### config.mk
export PLATFORM = sky130hd
export DESIGN_NAME = store_buffer_flat
export DESIGN_NICKNAME = d
export VERILOG_FILES = /design/src/rtl/store_buffer_pkg.sv /design/src/rtl/store_buffer_if.sv /design/src/rtl/store_buffer_match.sv /design/src/rtl/store_buffer.sv /design/src/flat_wrapper.sv
export SDC_FILE = /design/constraint.sdc
export NUM_CORES = 1
export LEC_CHECK = 0
export BUFFER_PORTS_ARGS = -buffer_cell sky130_fd_sc_hd__buf_2
export CORE_MARGIN = 2
export CORE_UTILIZATION = 35
export DETAILED_ROUTE_END_ITERATION = 7
export SYNTH_ARGS = -nofsm -noshare
export SYNTH_HDL_FRONTEND = slang
export SYNTH_SLANG_ARGS = --single-unit
### constraint.sdc
create_clock -name clock -period 4.15 [get_ports clock]
set_input_delay 0.415 -clock clock [delete_from_list [all_inputs] [get_ports clock]]
set_output_delay 0.415 -clock clock [all_outputs]
set_load 0.1 [all_outputs]
### src/rtl/store_buffer_pkg.sv
// Shared constants and the buffered-store entry layout for the store buffer.
package store_buffer_pkg;

  localparam int unsigned STORE_BUFFER_DEPTH      = 4;
  localparam int unsigned STORE_BUFFER_ADDR_WIDTH = 32;
  localparam int unsigned STORE_BUFFER_DATA_WIDTH = 32;
  localparam int unsigned STORE_BUFFER_BE_WIDTH   = STORE_BUFFER_DATA_WIDTH / 8;

  // Field widths are the ceiling for the module parameters; narrower
  // instances cast into and out of these fields.
  typedef struct packed {
    logic [STORE_BUFFER_ADDR_WIDTH-1:0] address;
    logic [STORE_BUFFER_DATA_WIDTH-1:0] data;
    logic [STORE_BUFFER_BE_WIDTH-1:0]   byteEnable;
  } sb_entry_t;

endpackage

### src/rtl/store_buffer_if.sv
// Memory-stage / data-memory facing signals of the store buffer.
interface store_buffer_if
  import store_buffer_pkg::*;
#(
  parameter int unsigned DEPTH      = STORE_BUFFER_DEPTH,
  parameter int unsigned ADDR_WIDTH = STORE_BUFFER_ADDR_WIDTH,
  parameter int unsigned DATA_WIDTH = STORE_BUFFER_DATA_WIDTH
);
  localparam int unsigned BE_WIDTH    = DATA_WIDTH / 8;
  localparam int unsigned COUNT_WIDTH = $clog2(DEPTH) + 1;

  logic                   enqueueValid;
  logic [ADDR_WIDTH-1:0]  enqueueAddress;
  logic [DATA_WIDTH-1:0]  enqueueData;
  logic [BE_WIDTH-1:0]    enqueueByteEnable;
  logic                   enqueueReady;

  logic                   loadCheckValid;
  logic [ADDR_WIDTH-1:0]  loadCheckAddress;
  logic [BE_WIDTH-1:0]    loadCheckByteEnable;
  logic                   loadForwardValid;
  logic [DATA_WIDTH-1:0]  loadForwardData;
  logic                   loadConflict;

  logic                   storeValid;
  logic [ADDR_WIDTH-1:0]  addressRegister;
  logic [DATA_WIDTH-1:0]  storeData;
  logic [BE_WIDTH-1:0]    realStoreByteEnable;
  logic                   storeComplete;

  logic [COUNT_WIDTH-1:0] count;
  logic                   empty;

  modport slave (
    input  enqueueValid, enqueueAddress, enqueueData, enqueueByteEnable,
    output enqueueReady,
    input  loadCheckValid, loadCheckAddress, loadCheckByteEnable,
    output loadForwardValid, loadForwardData, loadConflict,
    output storeValid, addressRegister, storeData, realStoreByteEnable,
    input  storeComplete,
    output count, empty
  );

  modport master (
    output enqueueValid, enqueueAddress, enqueueData, enqueueByteEnable,
    input  enqueueReady,
    output loadCheckValid, loadCheckAddress, loadCheckByteEnable,
    input  loadForwardValid, loadForwardData, loadConflict,
    input  storeValid, addressRegister, storeData, realStoreByteEnable,
    output storeComplete,
    input  count, empty
  );

endinterface

### src/rtl/store_buffer_match.sv
// Combinational youngest-match finder: scans occupied slots oldest to youngest
// so the last word-address hit wins, then reports whether it covers the load lanes.
module store_buffer_match
  import store_buffer_pkg::*;
#(
  parameter int unsigned DEPTH      = STORE_BUFFER_DEPTH,
  parameter int unsigned WORD_WIDTH = 30,
  parameter int unsigned BE_WIDTH   = STORE_BUFFER_BE_WIDTH
) (
  input  logic [DEPTH-1:0][WORD_WIDTH-1:0] entryWord,
  input  logic [DEPTH-1:0][BE_WIDTH-1:0]   entryByteEnable,
  input  logic [$clog2(DEPTH)-1:0]         head,
  input  logic [$clog2(DEPTH):0]           occupancy,
  input  logic [WORD_WIDTH-1:0]            queryWord,
  input  logic [BE_WIDTH-1:0]              queryByteEnable,
  output logic                             hit,
  output logic [$clog2(DEPTH)-1:0]         index,
  output logic                             covered
);
  localparam int unsigned PTR_W = $clog2(DEPTH);

  logic [PTR_W-1:0] slot;

  always_comb begin
    hit     = 1'b0;
    index   = head;
    slot    = '0;
    for (int unsigned k = 0; k < DEPTH; k++) begin
      slot = head + PTR_W'(k);
      if (k < 32'(occupancy) && entryWord[slot] == queryWord) begin
        hit   = 1'b1;
        index = slot;
      end
    end
    covered = hit && ((entryByteEnable[index] & queryByteEnable) == queryByteEnable);
  end

endmodule

### src/rtl/store_buffer.sv
// Circular store buffer between the memory stage and data memory, with
// zero-latency single-entry load forwarding and conflict detection.
module store_buffer
  import store_buffer_pkg::*;
#(
  parameter int unsigned DEPTH      = STORE_BUFFER_DEPTH,
  parameter int unsigned ADDR_WIDTH = STORE_BUFFER_ADDR_WIDTH,
  parameter int unsigned DATA_WIDTH = STORE_BUFFER_DATA_WIDTH
) (
  input  logic         clock,
  input  logic         reset,
  store_buffer_if.slave sb
);
  localparam int unsigned BE_WIDTH = DATA_WIDTH / 8;
  localparam int unsigned PTR_W    = $clog2(DEPTH);
  localparam int unsigned CNT_W    = PTR_W + 1;
  localparam int unsigned LANE_W   = $clog2(BE_WIDTH);
  localparam int unsigned WORD_W   = ADDR_WIDTH - LANE_W;

  sb_entry_t          entries [DEPTH];
  logic [PTR_W-1:0]   head;
  logic [PTR_W-1:0]   tail;
  logic [CNT_W-1:0]   count_q;
  logic               do_enq;
  logic               do_pop;

  logic [DEPTH-1:0][WORD_W-1:0]   entryWord;
  logic [DEPTH-1:0][BE_WIDTH-1:0] entryBe;
  logic                           matchHit;
  logic [PTR_W-1:0]               matchIndex;
  logic                           matchCovered;

  assign sb.enqueueReady = (count_q != CNT_W'(DEPTH));
  assign sb.empty        = (count_q == '0);
  assign sb.storeValid   = !sb.empty;
  assign sb.count        = count_q;

  assign do_enq = sb.enqueueValid && sb.enqueueReady;
  assign do_pop = sb.storeValid && sb.storeComplete;

  always_ff @(posedge clock or posedge reset) begin
    if (reset) begin
      head    <= '0;
      tail    <= '0;
      count_q <= '0;
    end else begin
      if (do_enq) tail <= tail + 1'b1;
      if (do_pop) head <= head + 1'b1;
      case ({do_enq, do_pop})
        2'b10:   count_q <= count_q + 1'b1;
        2'b01:   count_q <= count_q - 1'b1;
        default: count_q <= count_q;
      endcase
    end
  end

  // Entry payload is deliberately not reset; occupancy alone decides validity.
  always_ff @(posedge clock) begin
    if (do_enq) begin
      entries[tail] <= '{
        address:    STORE_BUFFER_ADDR_WIDTH'(sb.enqueueAddress),
        data:       STORE_BUFFER_DATA_WIDTH'(sb.enqueueData),
        byteEnable: STORE_BUFFER_BE_WIDTH'(sb.enqueueByteEnable)
      };
    end
  end

  assign sb.addressRegister     = ADDR_WIDTH'(entries[head].address);
  assign sb.storeData           = DATA_WIDTH'(entries[head].data);
  assign sb.realStoreByteEnable = BE_WIDTH'(entries[head].byteEnable);

  for (genvar i = 0; i < DEPTH; i++) begin : g_entry_view
    assign entryWord[i] = entries[i].address[ADDR_WIDTH-1:LANE_W];
    assign entryBe[i]   = BE_WIDTH'(entries[i].byteEnable);
  end

  store_buffer_match #(
    .DEPTH      (DEPTH),
    .WORD_WIDTH (WORD_W),
    .BE_WIDTH   (BE_WIDTH)
  ) u_match (
    .entryWord       (entryWord),
    .entryByteEnable (entryBe),
    .head            (head),
    .occupancy       (count_q),
    .queryWord       (sb.loadCheckAddress[ADDR_WIDTH-1:LANE_W]),
    .queryByteEnable (sb.loadCheckByteEnable),
    .hit             (matchHit),
    .index           (matchIndex),
    .covered         (matchCovered)
  );

  // A store entering this cycle is invisible to the matcher, so a concurrent
  // load must stall rather than risk reading stale memory.
  always_comb begin
    sb.loadForwardValid = 1'b0;
    sb.loadConflict     = 1'b0;
    sb.loadForwardData  = '0;
    if (sb.loadCheckValid) begin
      if (sb.enqueueValid) begin
        sb.loadConflict = 1'b1;
      end else if (matchHit) begin
        if (matchCovered) begin
          sb.loadForwardValid = 1'b1;
          sb.loadForwardData  = DATA_WIDTH'(entries[matchIndex].data);
        end else begin
          sb.loadConflict = 1'b1;
        end
      end
    end
  end

endmodule

### src/flat_wrapper.sv
// flat-port wrapper written by rule: the top's interface ports become plain ports
module store_buffer_flat import store_buffer_pkg::*;
#(
  parameter int unsigned DEPTH      = STORE_BUFFER_DEPTH,
  parameter int unsigned ADDR_WIDTH = STORE_BUFFER_ADDR_WIDTH,
  parameter int unsigned DATA_WIDTH = STORE_BUFFER_DATA_WIDTH
)
  (clock, reset, sb_enqueueValid, sb_enqueueAddress, sb_enqueueData, sb_enqueueByteEnable, sb_enqueueReady, sb_loadCheckValid, sb_loadCheckAddress, sb_loadCheckByteEnable, sb_loadForwardValid, sb_loadForwardData, sb_loadConflict, sb_storeValid, sb_addressRegister, sb_storeData, sb_realStoreByteEnable, sb_storeComplete, sb_count, sb_empty);
  store_buffer_if #(.DEPTH(DEPTH), .ADDR_WIDTH(ADDR_WIDTH), .DATA_WIDTH(DATA_WIDTH)) sb_i ();
  input  logic clock;
  input  logic reset;
  input wire logic [$bits(sb_i.enqueueValid)-1:0] sb_enqueueValid;
  input wire logic [$bits(sb_i.enqueueAddress)-1:0] sb_enqueueAddress;
  input wire logic [$bits(sb_i.enqueueData)-1:0] sb_enqueueData;
  input wire logic [$bits(sb_i.enqueueByteEnable)-1:0] sb_enqueueByteEnable;
  output wire logic [$bits(sb_i.enqueueReady)-1:0] sb_enqueueReady;
  input wire logic [$bits(sb_i.loadCheckValid)-1:0] sb_loadCheckValid;
  input wire logic [$bits(sb_i.loadCheckAddress)-1:0] sb_loadCheckAddress;
  input wire logic [$bits(sb_i.loadCheckByteEnable)-1:0] sb_loadCheckByteEnable;
  output wire logic [$bits(sb_i.loadForwardValid)-1:0] sb_loadForwardValid;
  output wire logic [$bits(sb_i.loadForwardData)-1:0] sb_loadForwardData;
  output wire logic [$bits(sb_i.loadConflict)-1:0] sb_loadConflict;
  output wire logic [$bits(sb_i.storeValid)-1:0] sb_storeValid;
  output wire logic [$bits(sb_i.addressRegister)-1:0] sb_addressRegister;
  output wire logic [$bits(sb_i.storeData)-1:0] sb_storeData;
  output wire logic [$bits(sb_i.realStoreByteEnable)-1:0] sb_realStoreByteEnable;
  input wire logic [$bits(sb_i.storeComplete)-1:0] sb_storeComplete;
  output wire logic [$bits(sb_i.count)-1:0] sb_count;
  output wire logic [$bits(sb_i.empty)-1:0] sb_empty;
  assign sb_i.enqueueValid = sb_enqueueValid;
  assign sb_i.enqueueAddress = sb_enqueueAddress;
  assign sb_i.enqueueData = sb_enqueueData;
  assign sb_i.enqueueByteEnable = sb_enqueueByteEnable;
  assign sb_enqueueReady = sb_i.enqueueReady;
  assign sb_i.loadCheckValid = sb_loadCheckValid;
  assign sb_i.loadCheckAddress = sb_loadCheckAddress;
  assign sb_i.loadCheckByteEnable = sb_loadCheckByteEnable;
  assign sb_loadForwardValid = sb_i.loadForwardValid;
  assign sb_loadForwardData = sb_i.loadForwardData;
  assign sb_loadConflict = sb_i.loadConflict;
  assign sb_storeValid = sb_i.storeValid;
  assign sb_addressRegister = sb_i.addressRegister;
  assign sb_storeData = sb_i.storeData;
  assign sb_realStoreByteEnable = sb_i.realStoreByteEnable;
  assign sb_i.storeComplete = sb_storeComplete;
  assign sb_count = sb_i.count;
  assign sb_empty = sb_i.empty;
  store_buffer #(.DEPTH(DEPTH), .ADDR_WIDTH(ADDR_WIDTH), .DATA_WIDTH(DATA_WIDTH)) u_core (.clock(clock), .reset(reset), .sb(sb_i));
endmodule
* After elaboration in Yosys (flattened, before gate mapping) *
Memory sizes are Yosys's and may differ from the RTL's.
Index checks and enable logic that the tools add are counted.

storage, ports and cells
  flip-flop bits (word level) = 7
  memory bits (writable) = 272
  input port bits = 109
  output and inout port bits = 108
  memories = 1

operators by class
  add/subtract/negate cells = 6
  order comparisons = 9
  eq/ne operators = 8
  multiplexer cells = 32
  bitwise operators = 1
  reduce and logical (&&, ||, !) cells = 10

memory list
  name            words  width  rd ports  clocked after Yosys merged registers in  wr ports  RTL line            text
  u_core.entries  4      68     6         0                                        1         store_buffer.sv:20  sb_entry_t entries [DEPTH];

operators by type and width
  cell                   count
  $bmux W30 S2           4
  $mux W32               4
  $eq A30 B30 Y1         4
  $mux W30               4
  $lt A2 B3 Y1 const B   5
  $mux W1                14
  $bmux W4 S2            1
  $logic_and A1 B1 Y1    7
  $lt A1 B3 Y1 const A   2
  $lt A2 B3 Y1 const A   2
  $mux W2                3
  $pmux W3 S2            1
  $add A2 B1 Y2 const B  2
  $add A2 B2 Y2 const B  2
  $and A4 B4 Y4          1
  $eq A4 B4 Y1           1
  $mux W4                1
  $add A3 B1 Y3 const B  1
  $logic_not A3 Y1       1
  $ne A3 B3 Y1 const B   1
  $sub A3 B1 Y3 const B  1
  $eq A2 B1 Y1 const B   1
  $eq A2 B2 Y1 const B   1
  $reduce_bool A2 Y1     1
  $logic_not A1 Y1       1

* Logic depth before layout (Yosys ltp) *
Gate-level depths: netlist of run 1.

  word-level depth = 17
  mapped depth = 20
  mapped depth without buffers = 12

* Cells and area by module *
A second synthesis of run 1 with hierarchy kept.

unflattened totals
  cell total of the unflattened synthesis = 936
  area total of the unflattened synthesis = 15768.9 um2

by module, submodules not included
  module              instances  cells an instance  area an instance (um2)  seq. area each (um2)
  store_buffer        1          473                11228.3                 8343.0
  store_buffer_match  1          463                4540.6                  0.0

* Least setup slack after synthesis of run 1 *
OpenSTA, ideal clock, no wires.

  path kind = register to output
  from = register u_core.head[1]
  to = output port sb_loadForwardData[0]
  data arrival time = 6.667 ns
  required time = 3.735 ns
  slack = -2.932 ns
  cell stages (with the launch flop) = 18
  path buffers = 7
  cell sequence = dfrtp_1 -> buf_6 -> buf_4 -> buf_2 -> buf_4 -> buf_2 -> clkbuf_1 -> a211oi_1 -> a21oi_1 -> xnor2_1 -> nand4_1 -> nor4_1 -> nand4_1 -> nand4_1 -> nand2_1 -> or2_2 -> buf_1 -> nor3_1

on the way
  word-level cells in the longest chain between the ends = 17

ends and longest elaborated chain
  element                         RTL line                  text
  from (decl)                     store_buffer.sv:21        logic [PTR_W-1:0] head;
  from (signal assigned)          store_buffer.sv:48        if (do_pop) head <= head + 1'b1;
  $add A2 B1 Y2                   store_buffer_match.sv:29  slot = head + PTR_W'(k);
  $bmux W30 S2                    store_buffer_match.sv:30  if (k < 32'(occupancy) && entryWord[slot] == queryWord) begin
  $mux W30 (implied by the code)  store_buffer_match.sv:30
  $eq A30 B30 Y1                  store_buffer_match.sv:30
  $logic_and A1 B1 Y1             store_buffer_match.sv:30
  $mux W2 (3 in series)           store_buffer_match.sv:30
  $bmux W4 S2                     store_buffer_match.sv:35  covered = hit && ((entryByteEnable[index] & queryByteEnable) == queryByteEnable);
  $mux W4 (implied by the code)   store_buffer_match.sv:35
  $and A4 B4 Y4                   store_buffer_match.sv:35
  $eq A4 B4 Y1                    store_buffer_match.sv:35
  $logic_and A1 B1 Y1             store_buffer_match.sv:35
  $mux W32                        store_buffer.sv:103       if (matchCovered) begin
  $mux W32 *                      store_buffer.sv:102       end else if (matchHit) begin
  $mux W32 *                      store_buffer.sv:100       if (sb.enqueueValid) begin
  $mux W32 *                      store_buffer.sv:99        if (sb.loadCheckValid) begin
  to (decl)                       flat_wrapper.sv:21        output wire logic [$bits(sb_i.loadForwardData)-1:0] sb_loadForwardData;

Mark *: on every way between the ends. The rest lies on a longest branch, timed or not. The select of a mux whose other input is x is not followed.

* Final worst setup path of run 1 *
  from = register u_core.head[0]
  to = output port sb_loadForwardData[31]

Same word-level chain as after synthesis.

==> flow_summary_export.csv, run 1 <==
group,metric,value,unit
clock_tree,h-tree-depth,2,
place,portBuffers,214,
layout,syn2layout_area_growth,38.4,%
logic_synthesis,count_of_state_elements_after_synthesis,279,
clock_tree,clk_transition_reported_paths,60,ps
logic_synthesis,synth.distinct_cells,55,
logic_synthesis,yosysSeqAreaShare,0.535,
timing,timing_max_transition_violations_final,0,
timing,timing.final.hold_violations,0,
logic_synthesis,syn-cell-area,0.0156,sq mm
clock_tree,clk-insertion-delay-late,550,ps
logic_synthesis,synth_top_cells_by_area,"sky130_fd_sc_hd__edfxtp_1 (52%), sky130_fd_sc_hd__mux4_2 (10%), sky130_fd_sc_hd__mux2i_1 (9.3%)",
timing,timing.final.crit_share,1.27,
global_routing,groute.usage.overall,0.202,
logic_synthesis,yosysWarningCount,0,
logic_synthesis,synth_nets,1223,
route,ant_nets,0,
route,drtPass1Iterations,5,
logic_synthesis,ys_dominant_reg_cell,"sky130_fd_sc_hd__edfxtp_1",
logic_synthesis,synth_top_area_frac,0.523,
floorplan,std_cell_rows,77,
status,status,"complete, but fails checks",
global_routing,grt_first_pass_wirelength,70100,um
route,routed_via_count,11100,
place,gp_congestion,0.936,
critical_path,cp-start-kind,"flip-flop",
layout,layout.nets,1614,
route,wl_per_cell,22.3,um
global_routing,first_global_vias,11400,
logic_synthesis,edff_count_synth,272,
timing,worst_pin_slew,760,ps
floorplan,pin_count,217,
logic_synthesis,syn-instance-count,1106,
critical_path,worstPathMaxFanout,25,
global_routing,grt_antenna_before_repair,10,
route,route.final.wire_length,47200,um
clock_tree,numClockSinks,279,
layout,layout.filler_cells,3925,
critical_path,worstSetupPathType,"reg -> out",
floorplan,die-width,215,um
flow_run,timing.max_cap.violations,0,
place,hpwl,34300,um
floorplan,die_h,215,um
critical_path,worst-endpoint-arrival,4870,ps
status,failing_checks,"negative setup slack",
layout,fin_util,0.489,
timing,unrepaired_setup_endpoints_after_global_routing,"true",
critical_path,cp.required,3730,ps
floorplan,initial_utilization,0.354,
hold_path,timing.hold.worst.class,"in -> reg",
clock_tree,tritoncts,"yes",
timing,setup-violations-final,34,
global_routing,grt.overflow.total,0,
logic_synthesis,synth_async_sr_flop_share,0.0251,
clock_tree,clockRootBuffer,"sky130_fd_sc_hd__clkbuf_16",
floorplan,die-area,0.0463,sq mm
floorplan,fp.coreArea,0.0441,sq mm
layout,drive_gt1_frac,0.478,
route,drc,0,
critical_path,critical_path.endpoint_type,"output pin",
logic_synthesis,avgSynthCellArea,14.1,sq um
route,drt-vias-per-instance,5.24,
timing,max_freq,0.189,GHz
timing,fin_skew,15.6,ps
logic_synthesis,synth_top_cell_by_area,"sky130_fd_sc_hd__edfxtp_1",
global_routing,grt_max_degree,49,
clock_tree,cts-buffers-inserted,34,
route,drt_iter0_drc,724,
timing,setup_ws,-1140,ps
timing,relSlewSlack,0.494,
clock_tree,clockBufferDepth,3,
timing,final_period_minus_worst_setup_slack,5290,ps
==> per-layer routing <==
layer  up-vias  wire length [um]  track usage  part of all wire
met5         -                39            0           0.00083
met4         8              1430       0.0782             0.030
met3        80              3560       0.0521             0.075
met2       364             23100        0.333              0.49
met1      5576             19100        0.254              0.40
li1       5060                 -            -                 -
==> worst max-delay path, stage by stage, from the launching register on <==
cell and delay (ps):
sky130_fd_sc_hd__dfrtp_4 500, sky130_fd_sc_hd__buf_12 190, sky130_fd_sc_hd__mux4_2 520, sky130_fd_sc_hd__xnor2_1 150, sky130_fd_sc_hd__nand4_1 170, sky130_fd_sc_hd__or3_4 430, sky130_fd_sc_hd__or4_4 590, sky130_fd_sc_hd__o21ai_4 120
sky130_fd_sc_hd__buf_12 130, sky130_fd_sc_hd__xnor2_4 170, sky130_fd_sc_hd__mux2_2 240, sky130_fd_sc_hd__a2bb2oi_2 180, sky130_fd_sc_hd__nand4_4 160, sky130_fd_sc_hd__buf_12 230, sky130_fd_sc_hd__nor3_4 270, sky130_fd_sc_hd__buf_12 210
==> synth_stat cells (all sizes together), types with 3 or more instances <==
master,count
o21ai,13
inv,19
mux2,50
nor2,62
a211oi,7
xor2,21
ha,8
mux4,70
a21oi,59
nor4,15
a31oi,4
mux2i,145
buf,56
and2,6
a22oi,4
dfrtp,7
a2111oi,4
clkbuf,32
o211ai,3
nor2b,8
o221ai,3
nand2,33
and3,5
nand3,5
nor3,43
edfxtp,272
a2bb2oi,6
xnor2,105
nand4,16
==> cells by family after synthesis <==
group / synth area share
DFF: 0.535
AOI/OAI and AO/OA: 0.0471
and+or+nand+nor: 0.0740
adders and majority gates: 0.00641
xor gates and xnor gates: 0.0719
muxes: 0.230
buffers and inverters: 0.0358
==> final cells by class <==
| class | count | area [sq um] | area share |
|---|---|---|---|
| antenna | 5 | 12.5 | 0.000580 |
| clock buffer | 44 | 888 | 0.0411 |
| clock inverter | 15 | 226 | 0.0105 |
| inverter | 19 | 72.6 | 0.00336 |
| multi-input combinational | 722 | 7610 | 0.353 |
| sequential | 279 | 8350 | 0.387 |
| tap | 592 | 741 | 0.0343 |
| timing repair buffer | 441 | 3680 | 0.171 |
==> sequential cells by signal (all words and copies together), names as in the netlist <==
signal           count
u_core.tail          2
u_core.entries     272
u_core.sb.count      3
u_core.head          2
==> through the flow <==
stage / cell area, sq um / worst slack [ps] / setup TNS (ps) / hold slack, ps / cells
3_3_place_gp: 19900 / -715 / -21330 / 395 / 2035
3_5_place_dp: 19900 / -733 / -22390 / 403 / 2035
5_1_grt: 21600 / -1270 / -42030 / 56.2 / 2114
6_report: 21600 / -1140 / -37590 / 74.7 / 2117
4_1_cts: 21400 / -1110 / -36020 / 43.2 / 2107
2_1_floorplan: 16500 / -465 / -14610 / 218 / 1106
==> worst paths after layout <==
kind,start,to,slack [ps],cells after the start
worst max-delay path,u_core.head[0]$_DFFE_PP0P_,sb_loadForwardData[31],-1140,15
worst max register to register,u_core.sb.count[1]$_DFFE_PP0P_,u_core.entries[3][45]$_DFFE_PP_,1690,5
worst min-delay path,sb_enqueueData[5],u_core.entries[1][9]$_DFFE_PP_,70,1
min in group asynchronous,reset,u_core.head[0]$_DFFE_PP0P_,370,3
worst min register to register,u_core.sb.count[0]$_DFFE_PP0P_,u_core.sb.count[0]$_DFFE_PP0P_,590,1
max in group asynchronous,reset,u_core.head[1]$_DFFE_PP0P_,3490,3
==> cell usage in the layout, fill, tap and decap left out, types with 5 or more instances in the layout <==
cell type                   netlist  layout
sky130_fd_sc_hd__edfxtp_1       272     272
sky130_fd_sc_hd__buf_4            7     195
sky130_fd_sc_hd__buf_2           20     180
sky130_fd_sc_hd__mux2i_1        145     114
sky130_fd_sc_hd__xnor2_1        104     101
sky130_fd_sc_hd__mux4_2          70      70
sky130_fd_sc_hd__nor2_1          62      60
sky130_fd_sc_hd__buf_12           0      51
sky130_fd_sc_hd__mux2_2          50      48
sky130_fd_sc_hd__a21oi_1         59      38
sky130_fd_sc_hd__clkbuf_16        0      35
sky130_fd_sc_hd__nand2_1         33      33
sky130_fd_sc_hd__nor3_4           0      32
sky130_fd_sc_hd__xor2_1          21      21
sky130_fd_sc_hd__inv_1           19      18
sky130_fd_sc_hd__a21oi_4          0      17
sky130_fd_sc_hd__mux2i_4          0      16
sky130_fd_sc_hd__mux2i_2          0      15
sky130_fd_sc_hd__nand4_1         15      15
sky130_fd_sc_hd__o21ai_0         12      12
sky130_fd_sc_hd__nor3_1          14      11
sky130_fd_sc_hd__clkbuf_1        32      10
sky130_fd_sc_hd__nor4_1          14       9
sky130_fd_sc_hd__nor2b_1          8       8
sky130_fd_sc_hd__ha_1             8       8
sky130_fd_sc_hd__a211oi_1         7       7
sky130_fd_sc_hd__and2_1           6       6
sky130_fd_sc_hd__diode_2          0       5
sky130_fd_sc_hd__nor4_2           1       5
sky130_fd_sc_hd__nand3_1          5       5
sky130_fd_sc_hd__bufinv_16        0       5
sky130_fd_sc_hd__buf_6           14       5
==> timing repair <==
| item | in CTS | in global routing |
|---|---|---|
| endpoints found under the setup margin | 34 | 34 |
| pin swaps | 5 | 8 |
| gates resized for setup | 23 | 23 |
| hold buffers | 1 | 0 |
| endpoints found under the hold margin | 7 | 0 |
| cloned | 6 | 1 |
| setup buffers | 6 | 4 |
Power of run 1 is not shown: default switching activity piles up to over one toggle a cycle in this logic, so the estimate is an artifact.
==> inputs of run 2 (changes only) <==
SKIP_LAST_GASP = 1   (was not set)
==> flow_summary_export.csv, run 2 (same netlist as run 1, synthesis figures left out) <==
group,metric,value,unit
route,drtPass1Iterations,7,
timing,setup_ws,-1100,ps
place,hpwl,34300,um
critical_path,worstSetupPathDepth,16,
critical_path,worstPathMaxFanout,5,
status,status,"complete, but fails checks",
critical_path,worst-endpoint-arrival,4840,ps
floorplan,fp.coreArea,0.0441,sq mm
timing,unrepaired_setup_endpoints_after_global_routing,"true",
layout,sequential_cell_area,0.00835,sq mm
timing,timing.final.crit_share,1.27,
layout,syn2layout_area_growth,39.0,%
global_routing,first_global_vias,11400,
route,wl_per_cell,22.3,um
flow_run,timing.max_cap.violations,0,
critical_path,crit_family,"simple AND/OR/NAND/NOR gates",
timing,worst_pin_slew,761,ps
critical_path,critical_path.cell_chain,"mux4_2, xnor2_1, buf_4, nand4_1, or3_4, or4_4, o21ai_4, buf_12, xnor2_4, mux2_2, a2bb2oi_2, nand4_4, buf_6, clkbuf_16, a22o_2, buf_12",
global_routing,grt_first_pass_wirelength,70100,um
timing,timing_max_transition_violations_final,0,
clock_tree,clockBufferDepth,3,
layout,layout.filler_cells,3916,
layout,registers.top_by_ff_count,"u_core.entries",
route,routed_via_count,11100,
critical_path,worst_setup_path_endpoint,"sb_loadConflict",
critical_path,timing.critical_path.from,"u_core.head[0]$_DFFE_PP0P_",
timing,fin_skew,15.8,ps
timing,max_freq,0.190,GHz
route,drc,0,
global_routing,grt_antenna_before_repair,10,
place,numPlacedInstances,2035,
timing,setup-violations-final,34,
clock_tree,clockRootBuffer,"sky130_fd_sc_hd__clkbuf_16",
clock_tree,cts-buffers-inserted,34,
layout,layout.cells.non_filler,2124,
status,failing_checks,"negative setup slack",
critical_path,critical_path.reg2reg.endpoint,"u_core.entries[3][52]$_DFFE_PP_",
hold_path,timing.hold.worst.class,"in -> reg",
route,drt_iter0_drc,706,
route,drt-vias-per-instance,5.25,
route,ant_nets,0,
floorplan,die_h,215,um
place,gp_congestion,0.936,
critical_path,rr_startpoint,"u_core.sb.count[0]$_DFFE_PP0P_",
critical_path,critical_path.endpoint_type,"output pin",
layout,fin_util,0.492,
timing,worst_hold_slack,75.8,ps
critical_path,path_common_cell,"sky130_fd_sc_hd__buf_12",
critical_path,cp.required,3730,ps
layout,leading_cell_types_in_the_layout_fill_and_taps_excluded,"sky130_fd_sc_hd__edfxtp_1 (272), sky130_fd_sc_hd__buf_4 (199), sky130_fd_sc_hd__buf_2 (180)",
critical_path,cp.buffers_inverters,5,
global_routing,groute.usage.overall,0.202,
floorplan,die-width,215,um
clock_tree,h-tree-depth,2,
global_routing,grt.overflow.total,0,
clock_tree,clk_transition_reported_paths,60,ps
layout,layout.nets,1621,
clock_tree,tritoncts,"yes",
timing,final_period_minus_worst_setup_slack,5250,ps
layout,layout_commonest_cell,"sky130_fd_sc_hd__edfxtp_1",
critical_path,cp-start-kind,"flip-flop",
route,route.final.wire_length,47400,um
critical_path,worstSetupPathType,"reg -> out",
critical_path,critical_path.max_stage_delay,600,ps
critical_path,worst-r2r-setup-slack,1690,ps
clock_tree,numClockSinks,279,
floorplan,die-area,0.0463,sq mm
critical_path,r2r.worst_path.cells,5,
floorplan,initial_utilization,0.354,
place,portBuffers,214,
layout,multi_input_area,0.00765,sq mm
floorplan,std_cell_rows,77,
timing,relSlewSlack,0.493,
layout,largest_reg_flops,272,
critical_path,critPathSlowestCell,"sky130_fd_sc_hd__or4_4",
global_routing,grt_max_degree,49,
floorplan,pin_count,217,
clock_tree,clk-insertion-delay-late,550,ps
timing,timing.final.hold_violations,0,
layout,drive_gt1_frac,0.481,
run 2: through the flow:
step	area (sq um)	setup WS (ps)	TNS (ps)
floorplan	16500	-465	-14610
global placement	19900	-715	-21330
detailed placement	19900	-733	-22390
CTS	21400	-1110	-36170
global route	21700	-1240	-41440
finish	21700	-1100	-36720
run 2: timing repair:
action                                  4_1_cts  5_1_grt
cloned                                        6        2
hold buffers                                  1        0
setup buffers                                 6       10
gates resized for setup                      21       34
endpoints found under the setup margin       34       34
pin swaps                                     5       13
hold endpoints to repair                      7        0
run 2: routing by layer:
| layer | wire (um) | up-vias | GRT usage |
|---|---|---|---|
| met4 | 1460 | 8 | 0.0782 |
| met1 | 19200 | 5607 | 0.254 |
| met3 | 3540 | 81 | 0.0521 |
| met5 | 39 | - | 0 |
| li1 | - | 5078 | - |
| met2 | 23200 | 372 | 0.333 |
run 2: cell type report:
cell class                 instances  area share
sequential                       279       0.385
multi-input combinational        722       0.352
timing repair buffer             448       0.173
clock buffer                      44      0.0409
tap                              592      0.0341
clock inverter                    15      0.0104
inverter                          19     0.00335
antenna                            5    0.000577
run 2: worst reg2reg max path, stage by stage (launching register included):
cell and delay [ps]:
sky130_fd_sc_hd__dfrtp_1 460, sky130_fd_sc_hd__inv_1 90, sky130_fd_sc_hd__ha_1 220, sky130_fd_sc_hd__nand2_1 170, sky130_fd_sc_hd__and3_4 700, sky130_fd_sc_hd__buf_4 480
run 2: how the worst min path moves through the flow:
| stage | from | endpoint | depth (start not counted) |
|---|---|---|---|
| floorplan | reset | u_core.head[0]$_DFFE_PP0P_ | 1 |
| global placement | reset | u_core.tail[1]$_DFFE_PP0P_ | 2 |
| detailed placement | reset | u_core.tail[1]$_DFFE_PP0P_ | 2 |
| CTS | sb_enqueueData[22] | u_core.entries[2][26]$_DFFE_PP_ | 1 |
| global route | sb_enqueueData[18] | u_core.entries[1][22]$_DFFE_PP_ | 1 |
| finish | sb_enqueueAddress[22] | u_core.entries[2][58]$_DFFE_PP_ | 1 |
Power of run 2 is left out for the same reason.
